--- config.mk ---
export PLATFORM = sky130hd
export DESIGN_NAME = fb_access_arbiter
export DESIGN_NICKNAME = d
export VERILOG_FILES = /design/src/rtl/fb_access_arbiter.sv
export SDC_FILE = /design/constraint.sdc
export NUM_CORES = 1
export LEC_CHECK = 0
export ABC_AREA = 1
export BUFFER_PORTS_ARGS = -buffer_cell sky130_fd_sc_hd__buf_2
export CELL_PAD_IN_SITES_DETAIL_PLACEMENT = 1
export CELL_PAD_IN_SITES_GLOBAL_PLACEMENT = 2
export CORE_MARGIN = 1.5
export CORE_UTILIZATION = 26
export CTS_BUF_LIST = sky130_fd_sc_hd__clkbuf_4 sky130_fd_sc_hd__clkbuf_8 sky130_fd_sc_hd__clkbuf_16
export DETAILED_ROUTE_END_ITERATION = 10
export PLACE_DENSITY_LB_ADDON = 0.2
export SLEW_MARGIN = 20
export SYNTH_ARGS = -nofsm -noshare
export SYNTH_HDL_FRONTEND = slang
export SYNTH_SLANG_ARGS = --single-unit
export TNS_END_PERCENT = 20
--- constraint.sdc ---
create_clock -name i_clk -period 4.15 [get_ports i_clk]
set_clock_uncertainty 0.1 [all_clocks]
set_input_delay 0.6225 -clock i_clk [delete_from_list [all_inputs] [get_ports i_clk]]
set_output_delay 0.6225 -clock i_clk [all_outputs]
set_load 0.01 [all_outputs]
--- src/rtl/fb_access_arbiter.sv ---
// Frame buffer arbiter: VGA scanout (high priority) vs PRU pixel port (low priority, streak-bounded).
// Latency: grant combinational; RAM command registered at t+1; read data/valid at t+2.
// Backpressure: a requester holds its fields until granted; PRU waits at most MAX_SCAN_STREAK scan grants.
module fb_access_arbiter #(
    parameter int ADDR_W          = 19,
    parameter int DATA_W          = 2,
    parameter int PIX_COUNT       = 307200,
    parameter int MAX_SCAN_STREAK = 8
) (
    input  logic              i_clk,
    input  logic              i_rst,
    input  logic              i_scan_req,
    input  logic [ADDR_W-1:0] i_scan_addr,
    output logic              o_scan_gnt,
    output logic [DATA_W-1:0] o_scan_rdata,
    output logic              o_scan_rvalid,
    input  logic              i_pru_req,
    input  logic              i_pru_we,
    input  logic [ADDR_W-1:0] i_pru_addr,
    input  logic [DATA_W-1:0] i_pru_wdata,
    output logic              o_pru_gnt,
    output logic [DATA_W-1:0] o_pru_rdata,
    output logic              o_pru_rvalid,
    output logic              o_mem_en,
    output logic              o_mem_we,
    output logic [ADDR_W-1:0] o_mem_addr,
    output logic [DATA_W-1:0] o_mem_wdata,
    input  logic [DATA_W-1:0] i_mem_rdata,
    output logic              o_err_oob
);

    localparam int                CNT_W         = $clog2(MAX_SCAN_STREAK + 1);
    localparam logic [ADDR_W-1:0] LP_PIX_LIMIT  = ADDR_W'(PIX_COUNT);
    localparam logic [CNT_W-1:0]  LP_STREAK_MAX = CNT_W'(MAX_SCAN_STREAK);

    typedef enum logic [1:0] {
        ST_IDLE = 2'd0,
        ST_SCAN = 2'd1,
        ST_PRU  = 2'd2
    } state_t;

    // Read-return tag travelling alongside the RAM access
    typedef struct packed {
        logic vld;
        logic owner_pru;
        logic oob;
    } rd_tag_t;

    state_t            r_state;
    state_t            w_state_nxt;
    logic [CNT_W-1:0]  r_streak;
    logic              w_scan_gnt;
    logic              w_pru_gnt;
    logic              w_gnt_any;
    logic [ADDR_W-1:0] w_sel_addr;
    logic              w_sel_oob;
    logic              w_sel_read;
    rd_tag_t           r_tag1;
    rd_tag_t           r_tag2;
    logic              r_mem_en;
    logic              r_mem_we;
    logic [ADDR_W-1:0] r_mem_addr;
    logic [DATA_W-1:0] r_mem_wdata;
    logic              r_err_oob;

    // State register: remembers who owned the previous grant
    always_ff @(posedge i_clk or posedge i_rst) begin
        if (i_rst) begin
            r_state <= ST_IDLE;
        end else begin
            r_state <= w_state_nxt;
        end
    end

    // Next state follows this cycle's grant; unused encoding falls back to IDLE
    always_comb begin
        w_state_nxt = ST_IDLE;
        case (r_state)
            ST_IDLE, ST_SCAN, ST_PRU: begin
                if (w_scan_gnt) begin
                    w_state_nxt = ST_SCAN;
                end else if (w_pru_gnt) begin
                    w_state_nxt = ST_PRU;
                end else begin
                    w_state_nxt = ST_IDLE;
                end
            end
            default: w_state_nxt = ST_IDLE;
        endcase
    end

    // Grant outputs: scan wins unless the PRU has already waited out a full streak
    always_comb begin
        w_scan_gnt = 1'b0;
        w_pru_gnt  = 1'b0;
        if (i_scan_req && !(i_pru_req && (r_streak == LP_STREAK_MAX))) begin
            w_scan_gnt = 1'b1;
        end else if (i_pru_req) begin
            w_pru_gnt = 1'b1;
        end
    end

    assign w_gnt_any  = w_scan_gnt | w_pru_gnt;
    assign w_sel_addr = w_pru_gnt ? i_pru_addr : i_scan_addr;
    assign w_sel_oob  = (w_sel_addr >= LP_PIX_LIMIT);
    assign w_sel_read = w_scan_gnt | (w_pru_gnt & ~i_pru_we);

    // Streak counts scan grants that overtook a waiting PRU; saturating
    always_ff @(posedge i_clk or posedge i_rst) begin
        if (i_rst) begin
            r_streak <= '0;
        end else if (!i_pru_req || w_pru_gnt) begin
            r_streak <= '0;
        end else if (w_scan_gnt && (r_streak != LP_STREAK_MAX)) begin
            r_streak <= r_streak + CNT_W'(1);
        end
    end

    // RAM command register; out-of-range accesses are suppressed and flagged
    always_ff @(posedge i_clk or posedge i_rst) begin
        if (i_rst) begin
            r_mem_en    <= 1'b0;
            r_mem_we    <= 1'b0;
            r_mem_addr  <= '0;
            r_mem_wdata <= '0;
            r_err_oob   <= 1'b0;
        end else begin
            r_mem_en  <= w_gnt_any & ~w_sel_oob;
            r_mem_we  <= w_pru_gnt & i_pru_we & ~w_sel_oob;
            r_err_oob <= w_gnt_any & w_sel_oob;
            if (w_gnt_any) begin
                r_mem_addr  <= w_sel_addr;
                r_mem_wdata <= w_pru_gnt ? i_pru_wdata : '0;
            end
        end
    end

    // Two-stage tag pipeline matching the RAM's one-cycle read latency
    always_ff @(posedge i_clk or posedge i_rst) begin
        if (i_rst) begin
            r_tag1 <= '0;
            r_tag2 <= '0;
        end else begin
            r_tag1 <= '{vld: w_sel_read, owner_pru: w_pru_gnt, oob: w_sel_oob};
            r_tag2 <= r_tag1;
        end
    end

    assign o_scan_gnt    = w_scan_gnt;
    assign o_pru_gnt     = w_pru_gnt;
    assign o_mem_en      = r_mem_en;
    assign o_mem_we      = r_mem_we;
    assign o_mem_addr    = r_mem_addr;
    assign o_mem_wdata   = r_mem_wdata;
    assign o_err_oob     = r_err_oob;

    // Valid comes only from the tag; out-of-range reads return zero data
    assign o_scan_rvalid = r_tag2.vld & ~r_tag2.owner_pru;
    assign o_pru_rvalid  = r_tag2.vld &  r_tag2.owner_pru;
    assign o_scan_rdata  = (o_scan_rvalid && !r_tag2.oob) ? i_mem_rdata : '0;
    assign o_pru_rdata   = (o_pru_rvalid  && !r_tag2.oob) ? i_mem_rdata : '0;

endmodule

==> flow_metrics.env <==
export IMPL_synthDominantCellAreaShare_pct=53.84
export IMPL_regArea_sq_um=850.8
export IMPL_yosys_warnings=0
export IMPL_share_of_cells_above_drive_strength_1_pct=39.85
export IMPL_routed_wire_length_um=4391
export IMPL_clock_tree_htree_level_count=2
export IMPL_port_buffers=78
export IMPL_synth_seq_area_share_pct=53.84
export IMPL_wl_per_cell_um=12.88
export IMPL_clk_insertion_delay_late_ns=0.28
export IMPL_antenna_cells_inserted=0
export IMPL_cts_made_buffers=5
export IMPL_finish_utilization_pct=36.73
export IMPL_via_count=1432
export IMPL_post_cts_buffers=0
export IMPL_final_cells=341
export IMPL_clk_transition_reported_paths_ns=0.07
export IMPL_preCtsSetupSlack_ns=1.666
export IMPL_netlist_top_cells_count="59 x nand2_1, 34 x dfrtp_1, 18 x nand3_1, 17 x inv_1, 17 x nor2_1"
export IMPL_tritoncts="done"
export IMPL_cts_num_sinks=34
export IMPL_drc=0
export IMPL_power_density_nw_per_um2=381.0
export IMPL_total_power_uw=823.8
export IMPL_p_comb_share_pct=16.6
export IMPL_num_nets_final=314
export IMPL_critical_path_arrival_ns=1.77
export IMPL_syn_area_sq_um=1580
export IMPL_highest_net_fanout_along_the_worst_path=14
export IMPL_grtUsageTotal_pct=14.23
export IMPL_post_cts_resize_count=0
export IMPL_number_of_top_level_pins=79
export IMPL_detail_route_vias_per_cell=4.199
export IMPL_total_instance_count_after_detailed_placement=333
export IMPL_layout_worst_path_cycle_share_pct=60.01
export IMPL_launching_element_type_of_the_critical_path="flop"
export IMPL_static_leak_uw=0.001203
export IMPL_die_w_um=80.96
export IMPL_grt_start_max_net_pins=35
export IMPL_syn_mean_instance_area_sq_um=8.635
export IMPL_irDropWorstVdd_uv=137.7
export IMPL_switching_share_pct=26.26
export IMPL_rsz0062_at_grt="no"
export IMPL_final_fill_count=737
export IMPL_synthesis_instances=183
export IMPL_grt_pass1_vias=1397
export IMPL_drt_antenna_violating_nets=0
export IMPL_drt_iter0_drcs=40
export IMPL_global_route_wire_length_before_repair_um=6844
export IMPL_net_switching_power_uw=216.3
export IMPL_fp_row_count=28
export IMPL_timing_max_slew_rel_slack_pct=69.68
export IMPL_floorplan_die_area_sq_um=6555
export IMPL_post_route_min_period_ns=2.490
export IMPL_multi_input_area_sq_um=623.1
export IMPL_cts_path_max_buffers=2
export IMPL_pwr_share_seq_pct=45.1
export IMPL_synthArstFlopShare_pct=100.0
export IMPL_max_slew_worst_pin_slew_ns=0.4548
export IMPL_detail_route_first_pass_iterations=4
export IMPL_setup_ws_ns=1.660
export IMPL_hp_class="reg2reg"
export IMPL_status="completed"
export IMPL_timing_critical_path_to_type="primary output"
export IMPL_cts_hold_fix_buffers=0
export IMPL_synthMostInstantiatedCell="nand2_1"
export IMPL_maxCapViolations=0
export IMPL_layout_area_overhead_vs_synth_pct=36.82
export IMPL_grt_antenna_before_repair=0
export IMPL_postSynthNetCount=232
export IMPL_detailedPlacementHpwl_um=3284
export IMPL_power_internal_uw=607.5
export IMPL_gp_congestion=0.7113
export IMPL_max_freq_ghz=0.4015
export IMPL_clk_root_buffer_cell="clkbuf_8"
export IMPL_setup_tns_ns=0
export IMPL_synth_edf_count=0
export IMPL_yosysTopAreaCell="dfrtp_1"
export IMPL_worst_case_register_to_register_setup_slack_ns=2.36
export IMPL_finalMaxSlewViolations=0
export IMPL_netlist_top_cells_area="dfrtp_1 54%, nand2_1 14%, nand3_1 5.7%"
export IMPL_kind_of_critical_path="reg2out"
export IMPL_post_synthesis_register_bit_count=34
export IMPL_overflow=0
export IMPL_initial_core_util_pct=26.85
export IMPL_clock_power_share_pct=38.3
export IMPL_final_setup_viol_count=0
export IMPL_worst_endpoint_required_ns=3.43
export IMPL_post_synth_num_cell_types=23
export IMPL_coreArea_sq_um=5886
export IMPL_synth_top_flop_cell="dfrtp_1"
export IMPL_hold_viol=0
export IMPL_die_height_um=80.96
==> path summary, 6_finish.rpt <==
kind / startpoint / endpoint / cells past startpoint
max: r_streak[0] / o_scan_gnt / 8
min: r_tag1[1] / r_tag2[1] / 0
max reg2reg: r_streak[0] / o_mem_en / 14
min reg2reg: r_tag1[1] / r_tag2[1] / 0
max in group asynchronous: i_rst / o_mem_en / 3
min in group asynchronous: i_rst / o_mem_addr[18] / 3
==> metal layers <==
layer / vias up / GRT usage [%] / part of all wire, %
li1: 727 / - / -
met1: 657 / 19.34 / 45
met2: 43 / 21.42 / 47
met3: 5 / 3.483 / 5.5
met4: 0 / 6.207 / 1.8
met5: - / 0 / 0
==> layout make-up <==
type	instances	area share (%)
Clock buffer	7	3.877
Inverter	20	3.472
Multi-Input combinational cell	124	28.82
Clock inverter	1	1.389
Sequential cell	34	39.35
Timing Repair Buffer	80	18.75
Tap cell	75	4.340
==> kinds of logic (layout without fill, tap and decap cells) <==
group | count (synthesis) | in the layout | share of synthesized area [%]
AOI/OAI and AO/OA | 12 | 12 | 4.988
and+or+nand+nor | 108 | 108 | 31.75
DFF | 34 | 34 | 53.84
buffers and inverters | 25 | 108 | 6.730
xor gates and xnor gates | 2 | 2 | 1.109
adders and majority gates | 2 | 2 | 1.583
==> critical path, cell delays in order (launching register included) <==
cell and delay [ns]:
dfrtp_1 0.39, inv_1 0.06, ha_1 0.20, nand2_2 0.07, inv_2 0.04, nand2_4 0.08
nand2_8 0.08, inv_1 0.34, buf_2 0.21
==> registers in the layout, indices dropped and copies added, names as in the netlist <==
name,cells
o_mem_addr,19
r_streak,4
r_tag1,3
r_tag2,3
o_mem_wdata,2
o_err_oob,1
o_mem_en,1
o_mem_we,1
==> layout by cell type, fill, tap and decap left out, types with 2 or more instances in the layout <==
| master | count |
|---|---|
| clkbuf_8 | 5 |
| nand2_8 | 2 |
| buf_4 | 2 |
| nand2_1 | 59 |
| inv_1 | 17 |
| dfrtp_1 | 34 |
| nor2_1 | 17 |
| a22o_1 | 2 |
| ha_1 | 2 |
| buf_2 | 78 |
| o21ai_0 | 4 |
| nand2_2 | 9 |
| o21ai_2 | 2 |
| a31oi_1 | 3 |
| clkbuf_4 | 2 |
| nand3_1 | 18 |
| inv_2 | 3 |
==> power by group through the flow <==
stage,sequential (uW),combinational (uW),clock (uW)
after global routing,376,155,346
after CTS,372,141,328
after floorplan,388,63.0,0
after detailed placement,378,140,0
final,372,137,316
after global placement,378,140,0
==> metrics by stage <==
| stage | cell area (sq um) | hold slack [ns] |
|---|---|---|
| 2_1_floorplan | 1580 | 0.2312 |
| 3_3_place_gp | 2048 | 0.2332 |
| 3_5_place_dp | 2048 | 0.2356 |
| 4_1_cts | 2162 | 0.2516 |
| 5_1_grt | 2162 | 0.2635 |
| 6_report | 2162 | 0.2484 |
(Power assumes the default switching activity.)
